File: src/rtl/rv16_mul_arbiter.sv
// Round-robin sharing of one 3-cycle multiplier among NUM_REQ ports; grant->response 5 cycles, 1 op per 6 cycles.
// Requests wait (req_ready low) while busy; RV16_MUL_ARB_TIMEOUT_EN adds a watchdog that returns rsp_err.
module rv16_mul_arbiter #(
   parameter int NUM_REQ        = 4,
   parameter int ID_W           = 2,
   parameter int TIMEOUT_CYCLES = 16
) (
   input  logic                   clk,
   input  logic                   rst_n,
   input  logic [NUM_REQ-1:0]     req_valid,
   input  logic [32*NUM_REQ-1:0]  req_op_a,
   input  logic [32*NUM_REQ-1:0]  req_op_b,
   output logic [NUM_REQ-1:0]     req_ready,
   output logic [NUM_REQ-1:0]     rsp_valid,
   output logic [31:0]            rsp_result,
   output logic                   rsp_err,
   output logic                   mul_start,
   output logic [31:0]            mul_op_a,
   output logic [31:0]            mul_op_b,
   input  logic [31:0]            mul_result,
   input  logic                   mul_done,
   input  logic                   mul_busy,
   output logic                   arb_busy,
   output logic [ID_W-1:0]        grant_id
);

   localparam int PW = ID_W + 1;

   typedef enum logic [1:0] {IDLE, ISSUE, WAIT} state_t;

   state_t              state_q, state_d;
   logic [ID_W-1:0]     rr_ptr, rr_ptr_d;
   logic [ID_W-1:0]     winner;
   logic [PW-1:0]       sum, win_inc;
   logic [2*NUM_REQ-1:0] rot_full;
   logic [NUM_REQ-1:0]  rot;
   logic [31:0]         op_a_arr [NUM_REQ];
   logic [31:0]         op_b_arr [NUM_REQ];
   logic                grant_en;
   logic                tmo_expire;

   logic [NUM_REQ-1:0]  req_ready_d, rsp_valid_d;
   logic [31:0]         rsp_result_d, mul_op_a_d, mul_op_b_d;
   logic                rsp_err_d, mul_start_d;
   logic [ID_W-1:0]     grant_id_d;

   // Rotate so bit 0 is rr_ptr; the lowest set bit of the rotated vector wins.
   always_comb begin
      rot_full = {req_valid, req_valid} >> rr_ptr;
      rot      = rot_full[NUM_REQ-1:0];
      winner   = '0;
      sum      = '0;
      for (int k = NUM_REQ - 1; k >= 0; k--) begin
         if (rot[k]) begin
            sum = PW'(rr_ptr) + PW'(k);
            if (sum >= PW'(NUM_REQ))
               sum = sum - PW'(NUM_REQ);
            winner = sum[ID_W-1:0];
         end
      end
      win_inc = PW'(winner) + PW'(1);
      if (win_inc >= PW'(NUM_REQ))
         win_inc = '0;
   end

   always_comb begin
      for (int i = 0; i < NUM_REQ; i++) begin
         op_a_arr[i] = req_op_a[32*i +: 32];
         op_b_arr[i] = req_op_b[32*i +: 32];
      end
   end

   assign grant_en = (state_q == IDLE) && (|req_valid) && !mul_busy;

`ifdef RV16_MUL_ARB_TIMEOUT_EN
   localparam int CNT_W = $clog2(TIMEOUT_CYCLES + 1);
   logic [CNT_W-1:0] tmo_cnt;

   always_ff @(posedge clk or negedge rst_n) begin
      if (!rst_n)
         tmo_cnt <= '0;
      else if (grant_en)
         tmo_cnt <= '0;
      else if (state_q != IDLE)
         tmo_cnt <= tmo_cnt + 1'b1;
   end

   // Expires on the edge where the count would reach TIMEOUT_CYCLES.
   assign tmo_expire = (state_q == WAIT) && (tmo_cnt == CNT_W'(TIMEOUT_CYCLES - 1));
`else
   assign tmo_expire = 1'b0;
`endif

   always_ff @(posedge clk or negedge rst_n) begin
      if (!rst_n)
         state_q <= IDLE;
      else
         state_q <= state_d;
   end

   always_comb begin
      state_d = state_q;
      case (state_q)
         IDLE:    if (grant_en) state_d = ISSUE;
         ISSUE:   state_d = WAIT;
         WAIT:    if (mul_done || tmo_expire) state_d = IDLE;
         default: state_d = IDLE;
      endcase
   end

   always_comb begin
      req_ready_d  = '0;
      mul_start_d  = 1'b0;
      rsp_valid_d  = '0;
      rsp_err_d    = 1'b0;
      rsp_result_d = rsp_result;
      mul_op_a_d   = mul_op_a;
      mul_op_b_d   = mul_op_b;
      grant_id_d   = grant_id;
      rr_ptr_d     = rr_ptr;
      case (state_q)
         IDLE: begin
            if (grant_en) begin
               req_ready_d = NUM_REQ'(1) << winner;
               mul_start_d = 1'b1;
               mul_op_a_d  = op_a_arr[winner];
               mul_op_b_d  = op_b_arr[winner];
               grant_id_d  = winner;
               rr_ptr_d    = win_inc[ID_W-1:0];
            end
         end
         WAIT: begin
            // A real done beats a simultaneous expiry.
            if (mul_done) begin
               rsp_valid_d  = NUM_REQ'(1) << grant_id;
               rsp_result_d = mul_result;
            end else if (tmo_expire) begin
               rsp_valid_d  = NUM_REQ'(1) << grant_id;
               rsp_err_d    = 1'b1;
               rsp_result_d = '0;
            end
         end
         default: ;
      endcase
   end

   always_ff @(posedge clk or negedge rst_n) begin
      if (!rst_n) begin
         req_ready  <= '0;
         rsp_valid  <= '0;
         rsp_result <= '0;
         rsp_err    <= 1'b0;
         mul_start  <= 1'b0;
         mul_op_a   <= '0;
         mul_op_b   <= '0;
         arb_busy   <= 1'b0;
         grant_id   <= '0;
         rr_ptr     <= '0;
      end else begin
         req_ready  <= req_ready_d;
         rsp_valid  <= rsp_valid_d;
         rsp_result <= rsp_result_d;
         rsp_err    <= rsp_err_d;
         mul_start  <= mul_start_d;
         mul_op_a   <= mul_op_a_d;
         mul_op_b   <= mul_op_b_d;
         arb_busy   <= (state_d != IDLE);
         grant_id   <= grant_id_d;
         rr_ptr     <= rr_ptr_d;
      end
   end

endmodule

File: config.mk
export PLATFORM = sky130hd
export DESIGN_NAME = rv16_mul_arbiter
export DESIGN_NICKNAME = d
export VERILOG_FILES = /design/src/rtl/rv16_mul_arbiter.sv
export SDC_FILE = /design/constraint.sdc
export NUM_CORES = 1
export LEC_CHECK = 0
export BUFFER_PORTS_ARGS = -buffer_cell sky130_fd_sc_hd__buf_4
export CELL_PAD_IN_SITES_DETAIL_PLACEMENT = 0
export CELL_PAD_IN_SITES_GLOBAL_PLACEMENT = 1
export CORE_AREA = 2 2 157 159
export CTS_CLUSTER_DIAMETER = 80
export DETAILED_ROUTE_END_ITERATION = 16
export DIE_AREA = 0 0 159 161
export GPL_TIMING_DRIVEN = 1
export HOLD_SLACK_MARGIN = 0.08
export PLACE_DENSITY_LB_ADDON = 0.1
export SLEW_MARGIN = 40
export SYNTH_ARGS = -nofsm -noshare
export SYNTH_HDL_FRONTEND = slang
export SYNTH_SLANG_ARGS = --single-unit
File: constraint.sdc
create_clock -name clk -period 2.1 [get_ports clk]
set_input_delay 0.105 -clock clk [delete_from_list [all_inputs] [get_ports clk]]
set_output_delay 0.105 -clock clk [all_outputs]
set_load 0.01 [all_outputs]
==> results of run 1 <==
-- synth_stat cells (all sizes together) (2+ instances only) --
| master | number |
|---|---|
| nand2 | 169 |
| mux2i | 129 |
| dfrtp | 112 |
| o221ai | 65 |
| buf | 30 |
| clkbuf | 12 |
| inv | 7 |
| nor2 | 5 |
| nor3 | 4 |
| a21oi | 2 |
| nand2b | 2 |
| o21ai | 2 |
-- through the flow --
stage | std cells | hold slack (ns) | instance area (µm²) | util, %
2_1_floorplan | 552 | -0.191 | 6140 | -
3_3_place_gp | 1254 | -0.0426 | 9500 | 39.6
3_5_place_dp | 1254 | -0.0449 | 9500 | 39.6
-- kinds of logic after synthesis --
| kind of cell | Yosys count | synth area share [%] |
|---|---|---|
| simple gates | 188 | 12.3 |
| mux | 129 | 21.0 |
| flops | 112 | 45.7 |
| compound gates | 71 | 15.1 |
| buf+inv | 50 | 5.63 |
| fa+ha+maj | 1 | 0.204 |
| other cells | 1 | 0.0611 |
==> qor.tcl, run 1 <==
set qor(postCtsResizedCells) 0
set qor(synth_top_cells_by_area) {sky130_fd_sc_hd__dfrtp_1, sky130_fd_sc_hd__mux2i_1, sky130_fd_sc_hd__o221ai_2}
set qor(portBuffers) 403
set qor(run.stop_error) {[ERROR RSZ-0060] Max buffer count reached.}
set qor(post_synthesis_async_set_or_reset_flop_share_pct) 100
set qor(syn_area_per_cell_um2) 11.1
set qor(ys_warn_count) 0
set qor(place_hpwl_mm) 17.7
set qor(lastStage) {clock tree synthesis}
set qor(die_w_um) 159
set qor(holdBufCountCts) 255
set qor(cts-buffers-inserted) 9
set qor(clock_sink_count) 112
set qor(synthDominantCellAreaShare_pct) 45.7
set qor(cts-root-to-sink-buffers) 2
set qor(post-cts-setup-buffers) 0
set qor(synth.lib_cells_used.distinct) 35
set qor(die_height_um) 161
set qor(synth_cells) 552
set qor(synth_seq_cells) 112
set qor(post_synth_instance_area_um2) 6140
set qor(io_pins) 405
set qor(gp_congestion) 0.792
set qor(floorplan.rows) 57
set qor(place_worst_setup_slack_ns) 0.110
set qor(postSynthNetCount) 849
set qor(status) {stopped before the end}
set qor(synth-main-ff-cell) {sky130_fd_sc_hd__dfrtp_1}
set qor(h-tree-depth) 3
set qor(synth-seq-area-share_pct) 45.7
set qor(start_util_pct) 25.6
set qor(clock_tree.root_cell) {sky130_fd_sc_hd__clkbuf_16}
set qor(synth_edf_count) 0
set qor(yosysTopAreaCell) {sky130_fd_sc_hd__dfrtp_1}
==> run 2: changes to the inputs <==
==> config.mk (replaced) <==
export PLATFORM = sky130hd
export DESIGN_NAME = rv16_mul_arbiter
export DESIGN_NICKNAME = d
export VERILOG_FILES = /design/src/rtl/rv16_mul_arbiter.sv
export SDC_FILE = /design/constraint.sdc
export NUM_CORES = 1
export LEC_CHECK = 0
export BUFFER_PORTS_ARGS = -buffer_cell sky130_fd_sc_hd__buf_4
export CORE_AREA = 2 2 157 159
export DETAILED_ROUTE_END_ITERATION = 16
export DIE_AREA = 0 0 159 161
export GPL_TIMING_DRIVEN = 1
export PLACE_DENSITY_LB_ADDON = 0.15
export SLEW_MARGIN = 40
export SYNTH_ARGS = -nofsm -noshare
export SYNTH_HDL_FRONTEND = slang
export SYNTH_SLANG_ARGS = --single-unit
==> qor.tcl, run 2 <==
set qor(status) {complete, no violations}
set qor(final_net_count) 1272
set qor(power-per-cell-area_nw_per_um2) 1190
set qor(wl_met1_mm) 9.03
set qor(maxCapViolations) 0
set qor(synth-seq-area-share_pct) 45.7 ;# unchanged
set qor(post_synth_instance_area_um2) 6140 ;# unchanged
set qor(clock_sink_count) 112 ;# unchanged
set qor(met3_length_mm) 1.69
set qor(io_pins) 405 ;# unchanged
set qor(core_region_area_um2) 24000
set qor(mostFrequentLayoutCells) {sky130_fd_sc_hd__buf_4, sky130_fd_sc_hd__nand2_1, sky130_fd_sc_hd__mux2i_1}
set qor(synth_top_cells_by_count) {sky130_fd_sc_hd__nand2_1, sky130_fd_sc_hd__mux2i_1, sky130_fd_sc_hd__dfrtp_1}
set qor(cts-buffers-inserted) 9 ;# unchanged
set qor(fin_total_pwr_uw) 12100
set qor(remaining_routing_drc_violations) 0
set qor(dpl.cell_count) 1255 ;# +0.080%
set qor(crit_required_ns) 2.33
set qor(synth_top_cells_by_area) {sky130_fd_sc_hd__dfrtp_1, sky130_fd_sc_hd__mux2i_1, sky130_fd_sc_hd__o221ai_2}
set qor(switch_pwr_uw) 4850
set qor(detail-route-antenna-nets) 0
set qor(die_footprint_um2) 25600
set qor(die_w_um) 159 ;# unchanged
set qor(finalWorstPathRequiredPeriod_ns) 1.97
set qor(rsz0062_at_grt) {false}
set qor(timing.clock.skew_ns) 0.0118
set qor(nFillCells) 2431
set qor(met2RoutedLength_mm) 11.9
set qor(largest_vdd_supply_drop_v) 0.000611
set qor(min_period_over_period_pct) 93.7
set qor(biggestRegsByFlops) {mul_op_a: 32 flops, mul_op_b: 32 flops, rsp_result: 32 flops}
set qor(avgViaCountPerCell) 4.54
set qor(first_pass_iters) 4
set qor(insertion_delay_ns) 0.37
set qor(groute.usage.overall_pct) 17.8
set qor(critical_path_class) {reg -> reg}
set qor(power.share.combinational_pct) 54.0
set qor(drt-total-wl_mm) 22.9
set qor(drv_slew) 0
set qor(postCtsResizedCells) 0 ;# unchanged
set qor(critical_path_data_arrival_time_ns) 2.20
set qor(clock.fmax_mhz) 508
set qor(clock_tree.root_cell) {sky130_fd_sc_hd__clkbuf_16}
set qor(diodes) 0
set qor(post_layout_nonfiller_instances) 1304
set qor(yosysTopAreaCell) {sky130_fd_sc_hd__dfrtp_1}
set qor(grt_pass1_vias) 6190
set qor(synthToLayoutAreaGrowth_pct) 65.5
set qor(start_util_pct) 25.6 ;# unchanged
set qor(synth.lib_cells_used.distinct) 35 ;# unchanged
set qor(setup.worst_path.start_class) {flop}
set qor(worstMarginPinSlew_ns) 0.551
set qor(cts_tree) {built}
set qor(post_synthesis_async_set_or_reset_flop_share_pct) 100 ;# unchanged
set qor(synth_most_common_cell) {sky130_fd_sc_hd__nand2_1}
set qor(dr_total_vias) 5915
set qor(synth_edf_count) 0 ;# unchanged
set qor(wire_per_inst_um) 17.5
set qor(antenna_found_initial) 0
set qor(synth_cells) 552 ;# unchanged
set qor(clk_pin_slew_worst_paths_ns) 0.09
set qor(maximum_fanout_along_the_worst_path) 71
set qor(mostFrequentLayoutCell) {sky130_fd_sc_hd__buf_4}
set qor(place_hpwl_mm) 16.8 ;# -4.9%
set qor(grt-ovfl-total) 0
set qor(dr_top_layer) {met4}
set qor(fraction_of_power_spent_switching_nets_pct) 40.0
set qor(slew-limit-headroom_pct) 63.3
set qor(h-tree-depth) 3 ;# unchanged
set qor(postSynthNetCount) 849 ;# unchanged
set qor(setup_total_negative_slack_ns) 0
set qor(post-cts-setup-buffers) 0 ;# unchanged
set qor(holdCritPathClass) {in -> reg}
set qor(syn_area_per_cell_um2) 11.1 ;# unchanged
set qor(final_layout_size_suffix_gt1_share_pct) 50.6
set qor(power.share.sequential_pct) 30.4
set qor(gp_congestion) 0.811 ;# +2.4%
set qor(setup_violations) 0
set qor(synthDominantCellAreaShare_pct) 45.7 ;# unchanged
set qor(portBuffers) 403 ;# unchanged
set qor(fin_hold_viols) 0
set qor(grt_pass1_wl_mm) 35.9
set qor(ys_warn_count) 0 ;# unchanged
set qor(leakagePower_uw) 0.00536
set qor(power.internal_uw) 7270
set qor(grt_max_degree) 72
set qor(die_height_um) 161 ;# unchanged
set qor(floorplan.rows) 57 ;# unchanged
set qor(worst_setup_path_end_kind) {flop}
set qor(dr.first_iter.drc_count) 212
set qor(synth-main-ff-cell) {sky130_fd_sc_hd__dfrtp_1}
set qor(p_clk_share_pct) 15.7
set qor(cts-root-to-sink-buffers) 2 ;# unchanged
set qor(synth_seq_cells) 112 ;# unchanged
==> run 2: cell counts after synthesis <==
No cell type changed its count.
==> run 2: power by group through the flow <==
stage          combinational (µW)  clock [µW]  sequential (µW)
2_1_floorplan                3490           0             4090
3_3_place_gp                 6590           0             3700
3_5_place_dp                 6610           0             3700
4_1_cts                      6650        1980             3680
5_1_grt                      7120        2070             3810
6_report                     6540        1900             3680
==> run 2: metal layers <==
metal | track usage [%] | up-vias
met1 | 20.9 | 2846
li1 | - | 2820
met5 | 0 | -
met4 | 4.05 | 0
met3 | 5.06 | 16
met2 | 32.1 | 233
==> run 2: cell type report <==
| type | instances | area [µm²] | area share [%] |
|---|---|---|---|
| tap | 324 | 405 | 3.99 |
| sequential | 112 | 2800 | 27.6 |
| clock inverter | 7 | 104 | 1.02 |
| timing repair buffer | 454 | 3580 | 35.2 |
| clock buffer | 9 | 225 | 2.22 |
| multi-input combinational | 390 | 3010 | 29.6 |
| inverter | 8 | 32.5 | 0.320 |
==> run 2: repair_timing <==
item | in CTS | in global routing
setup endpoints to repair | 0 | 0
endpoints found under the hold margin | 144 | 0
hold buffers | 33 | 0
==> run 2: stage by stage <==
stage | setup WS (ns) | util, % | instance area [µm²] | hold slack, ns
4_1_cts | 0.184 | 42.4 | 10200 | 0.00376
2_1_floorplan | 0.426 | - | 6140 | -0.191
5_1_grt | 0.0903 | 42.4 | 10200 | 0.0419
3_5_place_dp | 0.205 | 39.6 | 9500 | -0.0550
6_report | 0.132 | 42.4 | 10200 | 0.0165
3_3_place_gp | 0.231 | 39.6 | 9500 | -0.0554
==> run 2: critical path, stage by stage (launching register included) <==
cell and delay, ns:
sky130_fd_sc_hd__dfrtp_1 0.42, sky130_fd_sc_hd__nor2b_4 0.06, sky130_fd_sc_hd__a2111oi_2 0.45, sky130_fd_sc_hd__nor2_4 0.10
sky130_fd_sc_hd__buf_12 0.21, sky130_fd_sc_hd__mux2i_1 0.31, sky130_fd_sc_hd__o221ai_1 0.15
==> run 2: worst paths after layout <==
| kind | from | to | slack [ns] | cells past startpoint |
|---|---|---|---|---|
| setup / recovery | rr_ptr[0] | mul_op_b[29] | 0.13 | 6 |
| hold reg to reg | rsp_result[27] | rsp_result[27] | 0.48 | 2 |
| setup reg to reg | rr_ptr[0] | mul_op_b[29] | 0.13 | 6 |
| max in group asynchronous | rst_n | mul_op_b[7] | 1.28 | 3 |
| min in group asynchronous | rst_n | rsp_result[14] | 0.10 | 2 |
| hold / removal | mul_done | state_q[1] | 0.02 | 3 |
==> run 2: cell families (layout without fill, tap and decap cells) <==
group	after synthesis	in the layout	synth area share (%)
muxes	129	129	21.0
and+or+nand+nor	188	188	12.3
buffers and inverters	50	478	5.63
other	1	1	0.0611
DFF	112	112	45.7
AOI/OAI and AO/OA	71	71	15.1
adders and majority gates	1	1	0.204
Note: power is estimated with default switching activity, not from simulation.
==> run 3: changes to the inputs <==
--- a/config.mk
+++ b/config.mk
@@ -5,12 +5,13 @@
 export SDC_FILE = /design/constraint.sdc
 export NUM_CORES = 1
 export LEC_CHECK = 0
+export ABC_AREA = 1
 export BUFFER_PORTS_ARGS = -buffer_cell sky130_fd_sc_hd__buf_4
 export CORE_AREA = 2 2 157 159
 export DETAILED_ROUTE_END_ITERATION = 16
 export DIE_AREA = 0 0 159 161
 export GPL_TIMING_DRIVEN = 1
-export PLACE_DENSITY_LB_ADDON = 0.15
+export PLACE_DENSITY_LB_ADDON = 0.25
 export SLEW_MARGIN = 40
 export SYNTH_ARGS = -nofsm -noshare
 export SYNTH_HDL_FRONTEND = slang
==> qor.tcl, run 3 <==
set qor(wire_per_inst_um) 17.9 ;# +2.1%
set qor(final_net_count) 1591 ;# +25%
set qor(syn_area_per_cell_um2) 7.48 ;# -33%
set qor(rsz0062_at_grt) {true}
set qor(post_synthesis_async_set_or_reset_flop_share_pct) 100 ;# unchanged
set qor(dr_total_vias) 7838 ;# +33%
set qor(synth_top_cells_by_area) {sky130_fd_sc_hd__dfrtp_1, sky130_fd_sc_hd__nand3_1, sky130_fd_sc_hd__nand2_1}
set qor(gp_congestion) 0.796 ;# -1.9%
set qor(switch_pwr_uw) 9250 ;# +91%
set qor(critical_path_data_arrival_time_ns) 2.25 ;# +0.05 ns
set qor(final_layout_size_suffix_gt1_share_pct) 39.7 ;# -11 points
set qor(die_footprint_um2) 25600 ;# unchanged
set qor(power.share.combinational_pct) 71.0 ;# +17 points
set qor(drt-total-wl_mm) 29.1 ;# +27%
set qor(mostFrequentLayoutCells) {sky130_fd_sc_hd__buf_4, sky130_fd_sc_hd__nand3_1, sky130_fd_sc_hd__nand2_1}
set qor(die_height_um) 161 ;# unchanged
set qor(fin_hold_viols) 0 ;# unchanged
set qor(mostFrequentLayoutCell) {sky130_fd_sc_hd__buf_4}
set qor(diodes) 0 ;# unchanged
set qor(share_of_the_synthesized_area_in_compound_gates_ao_oa_aoi_oai_pct) 0.670 ;# -14 points
set qor(status) {complete, no violations}
set qor(min_period_over_period_pct) 94.9 ;# +1.2 points
set qor(cts_tree) {built}
set qor(yosys.area_share.adder_pct) 0.191 ;# -0.013 points
set qor(clock.fmax_mhz) 502 ;# -1.3%
set qor(place_worst_setup_slack_ns) 0.0331 ;# -0.172 ns
set qor(worst_setup_path_end_kind) {flop}
set qor(final.setup.worst_slack_ns) 0.107 ;# -0.0254 ns
set qor(rr_worst_depth) 13 ;# +7
set qor(first_pass_iters) 7 ;# +3
set qor(synthDominantCellAreaShare_pct) 42.9 ;# -2.8 points
set qor(main_combinational_cell_family_by_area_after_synthesis) {simple AND/OR/NAND/NOR gates}
set qor(p_clk_share_pct) 9.5 ;# -6.2 points
set qor(cts-root-to-sink-buffers) 2 ;# unchanged
set qor(holdCritPathClass) {in -> reg}
set qor(post_synth_instance_area_um2) 6540 ;# +6.5%
set qor(power.share.sequential_pct) 19.4 ;# -11 points
set qor(synth_seq_cells) 112 ;# unchanged
set qor(power.internal_uw) 10300 ;# +42%
set qor(maximum_fanout_along_the_worst_path) 22 ;# -69%
set qor(multiInputGateArea_um2) 3330 ;# +11%
set qor(crit-reg2reg-launch) {rr_ptr[0]}
set qor(synth_cells) 874 ;# +58%
set qor(core_region_area_um2) 24000 ;# unchanged
set qor(avgViaCountPerCell) 4.83 ;# +6.5%
set qor(io_pins) 405 ;# unchanged
set qor(final-seq-area_um2) 2810 ;# about the same
set qor(h-tree-depth) 3 ;# unchanged
set qor(detail-route-antenna-nets) 0 ;# unchanged
set qor(worst_r2r_endpoint) {mul_op_a[3]}
set qor(insertion_delay_ns) 0.36 ;# about the same
set qor(slew-limit-headroom_pct) 56.6 ;# -6.7 points
set qor(endpoint) {mul_op_a[3]}
set qor(synth.lib_cells_used.distinct) 25 ;# -29%
set qor(floorplan.rows) 57 ;# unchanged
set qor(timing.clock.skew_ns) 0.0123 ;# +0.000556 ns
set qor(groute.usage.overall_pct) 20.3 ;# +2.6 points
set qor(drv_slew) 0 ;# unchanged
set qor(grt_max_degree) 113 ;# +57%
set qor(synth-seq-area-share_pct) 42.9 ;# -2.8 points
set qor(synthToLayoutAreaGrowth_pct) 68.5
set qor(power-per-cell-area_nw_per_um2) 1780 ;# +49%
set qor(grt_pass1_vias) 7592 ;# +23%
set qor(remaining_routing_drc_violations) 0 ;# unchanged
set qor(fraction_of_power_spent_switching_nets_pct) 47.3 ;# +7.3 points
set qor(cts-buffers-inserted) 9 ;# unchanged
set qor(clock_sink_count) 112 ;# unchanged
set qor(grt-ovfl-total) 0 ;# unchanged
set qor(place_hpwl_mm) 19.3 ;# +15%
set qor(clock_tree.root_cell) {sky130_fd_sc_hd__clkbuf_16}
set qor(synth_edf_count) 0 ;# unchanged
set qor(start_util_pct) 27.3 ;# +1.7 points
set qor(setup.worst_path.start_class) {flop}
set qor(ff2ff_setup_slack_ns) 0.11 ;# -0.03 ns
set qor(die_w_um) 159 ;# unchanged
set qor(leakagePower_uw) 0.00572 ;# +6.6%
set qor(postPlaceCellArea_um2) 9920 ;# +4.5%
set qor(clk_pin_slew_worst_paths_ns) 0.09 ;# about the same
set qor(largest_vdd_supply_drop_v) 0.000796 ;# +30%
set qor(crit_required_ns) 2.35 ;# +0.02 ns
set qor(grt_pass1_wl_mm) 41.4 ;# +15%
set qor(hold-worst-slack_ns) 0.0165 ;# +0.0000425 ns
set qor(nFillCells) 2399 ;# -1.3%
set qor(ys_warn_count) 0 ;# unchanged
set qor(synth-main-ff-cell) {sky130_fd_sc_hd__dfrtp_1}
set qor(setup_violations) 0 ;# unchanged
set qor(post-route-cell-area_um2) 11000 ;# +8.5%
set qor(maxCapViolations) 0 ;# unchanged
set qor(synth.mux.area_fraction_pct) 5.51 ;# -16 points
set qor(worstMarginPinSlew_ns) 0.651 ;# +0.100 ns
set qor(critical_path_class) {reg -> reg}
set qor(synth_most_common_cell) {sky130_fd_sc_hd__nand3_1}
set qor(worstSetupStartpoint) {rr_ptr[0]}
set qor(postSynthNetCount) 1171 ;# +38%
set qor(biggestRegsByFlops) {mul_op_a: 32 flops, mul_op_b: 32 flops, rsp_result: 32 flops}
set qor(finalWorstPathRequiredPeriod_ns) 1.99 ;# +0.0254 ns
set qor(synth_top_cells_by_count) {sky130_fd_sc_hd__nand3_1, sky130_fd_sc_hd__nand2_1, sky130_fd_sc_hd__dfrtp_1}
set qor(yosysTopAreaCell) {sky130_fd_sc_hd__dfrtp_1}
set qor(portBuffers) 403 ;# unchanged
set qor(synth_simple_gate_area_share_pct) 42.8 ;# +31 points
set qor(antenna_found_initial) 0 ;# unchanged
set qor(dr.first_iter.drc_count) 466 ;# +120%
set qor(synth_xor_area_share_pct) 0.268 ;# +0.27 points
==> run 3: changes by cell type in the layout (fill, tap and decap cells not counted), sizes merged, moves of 6 or more <==
cell | previous run | this run
mux2 | 0 | 32
inv | 12 | 18
buf | 421 | 442
mux2i | 129 | 0
clkbuf | 9 | 17
nand3 | 0 | 331
o221ai | 65 | 0
nand2 | 169 | 282
==> run 3: logic make-up (layout without fill, tap and decap cells) <==
logic type	Yosys count	in the layout
AOI/OAI and AO/OA	7	7
xor gates and xnor gates	2	2
adders and majority gates	1	1
buffers and inverters	91	514
DFF	112	112
muxes	32	32
other	1	1
and+or+nand+nor	628	630
==> run 3: how the worst min path moves through the flow <==
stage	start	end	slack, ns	cells after the start
floorplan	rst_n	arb_busy	-0.19	0
global placement	rst_n	mul_op_a[11]	0.23	2
detailed placement	rst_n	mul_op_a[11]	0.23	2
CTS	mul_result[8]	rsp_result[8]	0.007	2
global route	mul_result[8]	rsp_result[8]	0.006	2
finish	mul_result[8]	rsp_result[8]	0.02	2
==> run 3: cell type report <==
| type | count | share of cell area (%) |
|---|---|---|
| Clock inverter | 7 | 0.795 |
| Timing Repair Buffer | 483 | 37.2 |
| Multi-Input combinational cell | 673 | 30.3 |
| Sequential cell | 112 | 25.5 |
| Clock buffer | 9 | 2.04 |
| Inverter | 15 | 0.534 |
| Tap cell | 324 | 3.68 |
==> run 3: repair_timing <==
item                                    4_1_cts  5_1_grt
setup buffers                                 0       10
hold buffers                                 33        0
endpoints found under the setup margin        0       65
hold endpoints to repair                    144        0
resized for setup                             0       21
==> run 3: layer usage <==
layer | vias to the layer above | GRT usage (%) | wire length (µm)
li1 | 3775 | - | -
met1 | 3639 | 24.6 | 11800
met2 | 380 | 34.4 | 14100
met3 | 44 | 5.14 | 2320
met4 | 0 | 8.72 | 900
met5 | - | 0 | 0
==> run 3: stage by stage <==
stage / util, % / total power, µW / cells / TNS [ns]
after global placement: 41.4 / 15500 / 1553 / 0
final: 46.0 / 19600 / 1623 / 0
after floorplan: - / 11200 / 874 / 0
after detailed placement: 41.4 / 15600 / 1553 / 0
after global routing: 46.0 / 21100 / 1623 / -0.387
after CTS: 44.1 / 17600 / 1602 / 0
==> run 3: power by group through the flow <==
stage	Combinational [µW]	Clock [µW]	Sequential, µW
after floorplan	7050	0	4190
after global placement	11700	0	3790
after detailed placement	11800	0	3810
after CTS	11900	1940	3790
after global routing	15200	2020	3930
final	13900	1870	3810
==> run 3: critical path, stage by stage, from the launching register on <==
cell	delay (ns)
sky130_fd_sc_hd__dfrtp_2	0.46
sky130_fd_sc_hd__inv_4	0.06
sky130_fd_sc_hd__nand2_1	0.12
sky130_fd_sc_hd__nand3_1	0.12
sky130_fd_sc_hd__nand2_1	0.11
sky130_fd_sc_hd__nand2_2	0.08
sky130_fd_sc_hd__nand2_2	0.11
sky130_fd_sc_hd__nand2_8	0.14
sky130_fd_sc_hd__buf_12	0.17
sky130_fd_sc_hd__clkbuf_16	0.19
sky130_fd_sc_hd__nand3_1	0.08
sky130_fd_sc_hd__nand3_1	0.10
sky130_fd_sc_hd__nand3_1	0.10
sky130_fd_sc_hd__nand2_1	0.05
